File: config.mk
export PLATFORM = sky130hd
export DESIGN_NAME = switch_ingress_shaper
export DESIGN_NICKNAME = d
export VERILOG_FILES = /design/src/rtl/switch_ingress_shaper_pkg.sv /design/src/rtl/switch_ingress_shaper_ingress_fifo.sv /design/src/rtl/switch_ingress_shaper.sv
export SDC_FILE = /design/constraint.sdc
export NUM_CORES = 1
export LEC_CHECK = 0
export CAP_MARGIN = 20
export CORE_UTILIZATION = 40
export DETAILED_ROUTE_END_ITERATION = 10
export PLACE_DENSITY_LB_ADDON = 0.15
export REMOVE_ABC_BUFFERS = 1
export SLEW_MARGIN = 10
export SYNTH_ARGS = -nofsm -noshare
export SYNTH_HDL_FRONTEND = slang
export SYNTH_SLANG_ARGS = --single-unit
File: constraint.sdc
create_clock -name clk -period 2.33 [get_ports clk]
set_clock_uncertainty 0.15 [all_clocks]
set_input_delay 0.3495 -clock clk [delete_from_list [all_inputs] [get_ports clk]]
set_output_delay 0.3495 -clock clk [all_outputs]
set_load 0.05 [all_outputs]
File: src/rtl/switch_ingress_shaper_pkg.sv
// Shared packet format, field widths and FSM encoding for the switch ingress shaper.
package switch_ingress_shaper_pkg;

    localparam int NUM_PORTS = 4;
    localparam int SRC_W     = 4;
    localparam int TGT_W     = 4;
    localparam int DATA_W    = 8;

    typedef struct packed {
        logic [SRC_W-1:0]  src;
        logic [TGT_W-1:0]  tgt;
        logic [DATA_W-1:0] data;
    } pkt_t;

    typedef enum logic [1:0] {
        IDLE  = 2'd0,
        ISSUE = 2'd1,
        GAP   = 2'd2
    } shp_state_t;

    // A packet is illegal if it has no destination or targets the port it enters on.
    function automatic logic is_illegal(input logic [TGT_W-1:0] tgt, input int port_id);
        return (tgt == '0) || tgt[port_id[1:0]];
    endfunction

endpackage

File: src/rtl/switch_ingress_shaper_ingress_fifo.sv
// Synchronous packet FIFO with registered full/empty flags; pointers wrap modulo DEPTH.
module ingress_fifo
    import switch_ingress_shaper_pkg::*;
#(
    parameter int DEPTH = 4
) (
    input  logic clk,
    input  logic rst,
    input  logic push,
    input  logic pop,
    input  pkt_t din,
    output pkt_t dout,
    output logic full,
    output logic empty
);

    localparam int AW = $clog2(DEPTH);

    pkt_t          mem [DEPTH];
    logic [AW-1:0] wr_ptr;
    logic [AW-1:0] rd_ptr;
    logic [AW:0]   count;
    logic [AW:0]   count_next;
    logic          do_push;
    logic          do_pop;

    // A push into a full buffer is only taken when a pop frees the slot on the same edge.
    assign do_pop  = pop && !empty;
    assign do_push = push && (!full || do_pop);
    assign dout    = mem[rd_ptr];

    always_comb begin
        count_next = count;
        if (do_push && !do_pop) begin
            count_next = count + (AW+1)'(1);
        end else if (!do_push && do_pop) begin
            count_next = count - (AW+1)'(1);
        end
    end

    always_ff @(posedge clk) begin
        if (do_push) begin
            mem[wr_ptr] <= din;
        end
    end

    always_ff @(posedge clk) begin
        if (rst) begin
            wr_ptr <= '0;
            rd_ptr <= '0;
            count  <= '0;
            full   <= 1'b0;
            empty  <= 1'b1;
        end else begin
            if (do_push) wr_ptr <= wr_ptr + AW'(1);
            if (do_pop)  rd_ptr <= rd_ptr + AW'(1);
            count <= count_next;
            full  <= (count_next == (AW+1)'(DEPTH));
            empty <= (count_next == '0);
        end
    end

endmodule

File: src/rtl/switch_ingress_shaper.sv
// Ingress shaper: filters illegal packets, buffers legal ones and feeds one switch port
// with single-cycle strobes spaced so the switch's registered full flag is always current.
module switch_ingress_shaper
    import switch_ingress_shaper_pkg::*;
#(
    parameter int PORT_ID    = 0,
    parameter int DEPTH      = 4,
    parameter int GAP_CYCLES = 0
) (
    input  logic        clk,
    input  logic        rst,
    input  logic        src_valid,
    output logic        src_ready,
    input  logic [3:0]  src_source,
    input  logic [3:0]  src_target,
    input  logic [7:0]  src_data,
    output logic        sw_valid_in,
    output logic [3:0]  sw_source_in,
    output logic [3:0]  sw_target_in,
    output logic [7:0]  sw_data_in,
    input  logic        sw_fifo_full,
    output logic [15:0] pkt_sent_cnt,
    output logic [15:0] pkt_reject_cnt
);

    shp_state_t state;
    shp_state_t state_next;
    logic [3:0] gap_cnt;
    logic       buf_full;
    logic       buf_empty;
    pkt_t       head;
    pkt_t       in_pkt;
    logic       accept;
    logic       illegal;
    logic       push;
    logic       pop;
    logic       sent_inc;

    // Source handshake: a packet transfers on any rising edge where src_valid && src_ready;
    // src_ready depends only on registered buffer state, never on src_valid.
    assign src_ready = !buf_full;
    assign accept    = src_valid && src_ready;
    assign illegal   = is_illegal(src_target, PORT_ID);
    assign push      = accept && !illegal;
    assign in_pkt    = '{src: src_source, tgt: src_target, data: src_data};

    ingress_fifo #(.DEPTH(DEPTH)) u_fifo (
        .clk   (clk),
        .rst   (rst),
        .push  (push),
        .pop   (pop),
        .din   (in_pkt),
        .dout  (head),
        .full  (buf_full),
        .empty (buf_empty)
    );

    always_ff @(posedge clk) begin
        if (rst) begin
            state <= IDLE;
        end else begin
            state <= state_next;
        end
    end

    always_comb begin
        state_next = state;
        unique case (state)
            IDLE:    if (!buf_empty && !sw_fifo_full) state_next = ISSUE;
            ISSUE:   state_next = (GAP_CYCLES > 0) ? GAP : IDLE;
            GAP:     if (gap_cnt == 4'(GAP_CYCLES - 1)) state_next = IDLE;
            default: state_next = IDLE;
        endcase
    end

    always_comb begin
        pop      = (state == IDLE) && !buf_empty && !sw_fifo_full;
        sent_inc = (state == ISSUE);
    end

    always_ff @(posedge clk) begin
        if (rst || state != GAP) begin
            gap_cnt <= '0;
        end else begin
            gap_cnt <= gap_cnt + 4'd1;
        end
    end

    // Switch-side fields are only reloaded on an issue so they hold between strobes.
    always_ff @(posedge clk) begin
        if (rst) begin
            sw_valid_in    <= 1'b0;
            sw_source_in   <= '0;
            sw_target_in   <= '0;
            sw_data_in     <= '0;
            pkt_sent_cnt   <= '0;
            pkt_reject_cnt <= '0;
        end else begin
            sw_valid_in <= pop;
            if (pop) begin
                sw_source_in <= head.src;
                sw_target_in <= head.tgt;
                sw_data_in   <= head.data;
            end
            if (sent_inc && pkt_sent_cnt != 16'hFFFF) begin
                pkt_sent_cnt <= pkt_sent_cnt + 16'd1;
            end
            if (accept && illegal && pkt_reject_cnt != 16'hFFFF) begin
                pkt_reject_cnt <= pkt_reject_cnt + 16'd1;
            end
        end
    end

endmodule

== After elaboration in Yosys (flattened, before gate mapping) ==
Memory sizes are Yosys's and may differ from the RTL's. A register that Yosys moved wholly into a read port is not among the register bits.
Cells that the tools add are included.

* $add $sub $neg: 7
* Equality and inequality tests: 9
* Mux-type cells: 7
* Reductions and logical operators: 25

{| class="wikitable"
|+ Operators by type and width
! operator !! number
|-
| 16-bit by 1-bit adder with 16-bit output, second input constant || 2
|-
| 16-bit != test, second input constant || 2
|-
| 1-bit logical AND || 12
|-
| 1-bit logical NOT || 6
|-
| 3-bit 2-to-1 mux || 2
|-
| 2-bit != test, second input constant || 3
|-
| 2-bit by 1-bit adder with 2-bit output, second input constant || 2
|-
| 4-bit by 1-bit adder with 4-bit output, second input constant || 1
|-
| 4-bit == test, second input constant || 1
|-
| 4-bit logical NOT || 1
|-
| 2-bit 2-to-1 mux || 2
|-
| 2-bit case mux with 2 select lines || 1
|-
| 3-bit by 1-bit adder with 3-bit output, second input constant || 1
|-
| 3-bit == test, second input constant || 1
|-
| 3-bit logical NOT || 1
|-
| 1-bit logical OR || 3
|-
| 3-bit by 1-bit subtractor with 3-bit output, second input constant || 1
|-
| 2-bit by 1-bit == test with 1-bit output, second input constant || 1
|-
| 2-bit == test, second input constant || 1
|-
| 2-bit logical NOT || 1
|-
| 1-bit 2-to-1 mux || 2
|-
| 2-bit AND reduction || 1
|}

* Register bits after elaboration: 48
* Memory bits (writable): 64
* Input port bits: 20
* Output and inout bits: 50
* Word-level logic and storage cells: 59
* Memories: 1

{| class="wikitable"
|+ Memory list
! memory !! depth !! width !! rd ports !! clocked after memory_dff !! wr ports !! line !! text
|-
| u_fifo.mem || 4 || 16 || 1 || 1 || 1 || switch_ingress_shaper_ingress_fifo.sv:19 || <nowiki>pkt_t mem [DEPTH];</nowiki>
|}

== Logic depth before layout (Yosys ltp) ==
Gate-level depths: netlist of the first run.

* Word-level depth: 11
* Mapped depth: 6
* Gate-level depth less buffers: 6

== By module ==
A second synthesis of the first run with hierarchy kept.

* Cells, all modules: 435
* Area, all modules: 5351.4 µm²

{| class="wikitable"
|+ Modules (own cells, without submodules)
! module !! times used !! cells an instance !! area each (µm²) !! seq. area each (µm²)
|-
| ingress_fifo || 1 || 158 || 2969.1 || 2142.1
|-
| switch_ingress_shaper || 1 || 277 || 2382.3 || 1001.0
|}

== Least setup slack after synthesis of the first run ==
Ideal clock, no wire load.

* Path kind: reg-to-reg
* Start point: register pkt_reject_cnt[7]
* End point: register pkt_reject_cnt[4]
* Library setup time: 0.128 ns
* Data arrival time: 2.082 ns
* Required time: 2.052 ns
* Path slack: -0.029 ns
* Stages on the path, launching flop included: 6
* Path buffers: 0
* Clock period less this slack: 2.359 ns
* Path through: dfxtp_1 > nand4_1 > nor4b_1 > nor4b_1 > xnor2_1 > nor2_1

* Cells in the longest elaborated chain, start to end: 2

{| class="wikitable"
|+ RTL lines
! what !! line !! text
|-
| from (decl) || switch_ingress_shaper.sv:23 || <nowiki>output logic [15:0] pkt_reject_cnt</nowiki>
|-
| from (signal assigned) || switch_ingress_shaper.sv:109 || <nowiki>pkt_reject_cnt <= pkt_reject_cnt + 16'd1;</nowiki>
|-
| 16-bit != test || switch_ingress_shaper.sv:108 || <nowiki>if (accept && illegal && pkt_reject_cnt != 16'hFFFF) begin</nowiki>
|-
| 1-bit logical AND || switch_ingress_shaper.sv:108 ||
|}

Every way passes these cells.
A chain may end at the register's enable or synchronous reset.

== Worst setup path in the final report of the first run ==
* Start point: register pkt_reject_cnt[4]
* End point: output pkt_reject_cnt[4]

No word-level cell between the ends.

==> key figures, run 1 <==
Setup path
  • CP startpoint: pkt_reject_cnt[4]
  • Worst Setup Start Kind: flip-flop
  • Worst path depth: 1
  • CP max-delay cell: clkdlybuf4s50_1
  • Worst-path cell chain: clkdlybuf4s50_1
  • WP buf/inv: 1
  • Crit-path max FO: 5
  • Worst setup path end: pkt_reject_cnt[4]
  • Reg2reg start: u_fifo.full
  • R2R Path End: u_fifo.full
  • CP delay by family, top: buffers and inverters
  • R2R depth: 5
  • Worst setup path class: flip-flop to output pin
  • Worst path max stage delay: 0.85 ns
  • CP arrival: 1.68 ns
  • Worst setup EP type: output pin
  • Worst EP required: between 1.5 and 2 ns
  • Flop-to-flop setup slack: about 0.25 ns

Clock tree
  • CTS Buf Count: 17
  • Post-cts gate resize count: 0
  • H-tree depth: 4
  • Max clock buf depth: 2
  • Clock Pin Slew Worst Setup and Hold Paths: approximately 0.06 ns
  • Post-cts hold buffer count: 0
  • Skew-Pair Late Insertion Delay: approximately 0.40 ns
  • CTS Root Cell: clkbuf_16
  • CTS tree: yes
  • Clk sink count: 123
  • # Post-CTS Setup Buffers: 0

Floorplanning
  • Die X: 113 µm
  • Starting Density: 41.2%
  • Die height: 113 µm
  • Rows: 40
  • Die footprint: 12800 µm²
  • Core area: 12000 µm²
  • Io pins: 70

Logic synthesis
  • Library cells used by synthesis: 42
  • Synth Instances: 400
  • Synthesized flop and latch total: 123
  • EDFF count, synth: between 60 and 70
  • Main synth FF type: edfxtp_1
  • Area leader, netlist: edfxtp_1
  • Mapped Avg Cell Area: 12.4 µm²
  • Mapped Area: 4950 µm²
  • Post-synthesis async set-or-reset flop share: 0%
  • Synth warnings: 0
  • Top cells by area, synth: edfxtp_1 39%, dfxtp_1 24%, mux4_2 7.3%
  • Top-area cell type share of the netlist area: about two fifths
  • Sequential share of the synthesized area: 62.7%

Finish
  • P&R area growth vs syn: 32.8%
  • Register area: 3100 µm²
  • N_diodes: 0
  • Fin nets: roughly 520
  • Share of cells above drive strength 1: 15.2%
  • Multi-input logic area: 1750 µm²
  • Fill count: between 1000 and 1500

STA
  • Post-layout minimum cycle time: 2.18 ns
  • Relative slew slack: 65.0%
  • Slew at the pin closest to its max-slew limit: 0.521 ns
  • Final hold vios: 0
  • RSZ-0062 raised after global routing: false
  • Achievable Freq: 0.458 GHz
  • Period utilization: 93.7%
  • Count of final setup violators: 0
  • Worst Slack Setup Final: around 0.15 ns
  • Slew Viols, Final: 0

Global route
  • Vias in the first global route: 3184
  • Gr ovfl total: 0
  • Initial antenna violation count: 0
  • GRT Overall Usage: 16.4%
  • Pin count of the biggest net entering global routing: 42
  • First-pass GRT wire length: 15.9 mm

Detailed routing
  • DR vias: ~3300
  • DR vias/cell: roughly 5.0
  • DRC Markers: 0
  • Remaining antenna violation count after routing: 0
  • DRT Wirelength: 9.56 mm
  • Avg WL per Cell: 14.6 µm
  • Drt pass-1 iters: 5
  • Initial DRC count: 169

Placed design
  • Post-Place Setup Slack: -0.228 ns
  • RePlAce Congestion: 0.776
  • HPWL Detailed: 6.16 mm
  • Port bufs: 69

Min path
  • Hold Crit Class: input pin to flip-flop

Power
  • Maximum vdd drop: about 0.00038 V
  • P_leak: 2.22 nW
  • Pwr per Cell Area: 914 nW/µm²
  • Design Power: 6.00 mW

Run status
  • Status: completed

Job
  • Max Cap Viol: 0
## metal layers
layer	global-route usage (%)	vias up	share of wire (%)
li1	-	1639	-
met1	21.6	1598	50
met2	25.1	55	46
met3	5.25	2	3.2
met4	6.32	0	0.55
met5	0	-	0
## stage by stage
step                      setup TNS, ns  instances  util, %  hold slack [ns]  area (µm²)
after floorplan                   -1.72        383        -            0.269        4880
after detailed placement         -0.668        621     49.8            0.297        5980
final                                 0        653     54.7            0.196        6570
after global placement           -0.468        621     49.8            0.292        5980
after CTS                             0        653     54.7            0.192        6570
after global routing                  0        653     54.7            0.213        6570
## cell usage in the layout, fill, tap and decap left out, types with 6 or more instances in the layout
| cell | Yosys | layout |
|---|---|---|
| a21oi_1 | 20 | 20 |
| and3_1 | 7 | 7 |
| buf_4 | 0 | 17 |
| clkbuf_16 | 0 | 17 |
| clkdlybuf4s50_1 | 0 | 68 |
| dfxtp_1 | 59 | 59 |
| edfxtp_1 | 64 | 64 |
| ha_1 | 8 | 8 |
| inv_1 | 9 | 9 |
| mux4_2 | 16 | 16 |
| nand2_1 | 49 | 49 |
| nand3_1 | 13 | 13 |
| nor2_1 | 43 | 43 |
| nor3_1 | 12 | 11 |
| nor4_1 | 6 | 6 |
| o21ai_0 | 6 | 6 |
| xnor2_1 | 20 | 20 |
| xor2_1 | 8 | 8 |
## report_power, final
part,switching [mW],internal (mW)
Sequential,0.0729,2.40
Clock,0.984,1.59
Combinational,0.535,0.415
Total,1.59,4.41
## state kept, by name (all words and copies together) (netlist names), 2 cells and up
name,count
sw_source_in,4
sw_data_in,8
pkt_sent_cnt,16
u_fifo.mem,64
u_fifo.count,3
sw_target_in,4
u_fifo.wr_ptr,2
pkt_reject_cnt,16
u_fifo.rd_ptr,2
## logic make-up after synthesis
group / synth area share (%)
buf+inv: 2.05
flops: 62.7
xor+xnor: 4.96
fa+ha+maj: 2.02
mux: 8.40
compound gates: 4.45
simple gates: 15.4
## worst min-delay path by stage
stage / from / end / depth (start not counted)
after floorplan: rst / pkt_reject_cnt[1] / 1
after global placement: sw_source_in[0] / sw_source_in[0] / 2
after detailed placement: sw_data_in[4] / sw_data_in[4] / 2
after CTS: rst / pkt_reject_cnt[15] / 2
after global routing: rst / pkt_reject_cnt[15] / 2
final: rst / pkt_reject_cnt[0] / 2
## cells in the mapped netlist, drive strengths merged (3+ instances only)
master  instances
nand2          49
a21oi          20
ha              8
and4            4
nor2           43
mux2i           4
nor3b           4
xor2            8
nor4            6
edfxtp         64
or3             3
buf             5
o21ai           6
and3            7
nand3          13
mux4           16
xnor2          20
dfxtp          59
nor3           12
inv             9
clkbuf         12
nand4           3
and2            6
## cell type report
cell class,count,area share [%]
Sequential cell,123,47.2
Multi-Input combinational cell,251,26.6
Timing Repair Buffer,91,13.9
Clock buffer,17,6.47
Tap cell,147,2.80
Clock inverter,15,2.49
Inverter,9,0.514
(Power assumes the default switching activity.)
==> inputs of run 2 (changes only) <==
CAP_MARGIN = unset   (was 20)
SKIP_LAST_GASP = 1   (was unset)
==> results of run 2 <==
Same layout as run 1: the final DEF is identical, and so are final timing and power.
==> inputs of run 3 (changes only) <==
SKIP_LAST_GASP = unset   (was 1)
==> results of run 3 <==
Same layout as run 1: the final DEF is identical, and so are final timing and power.
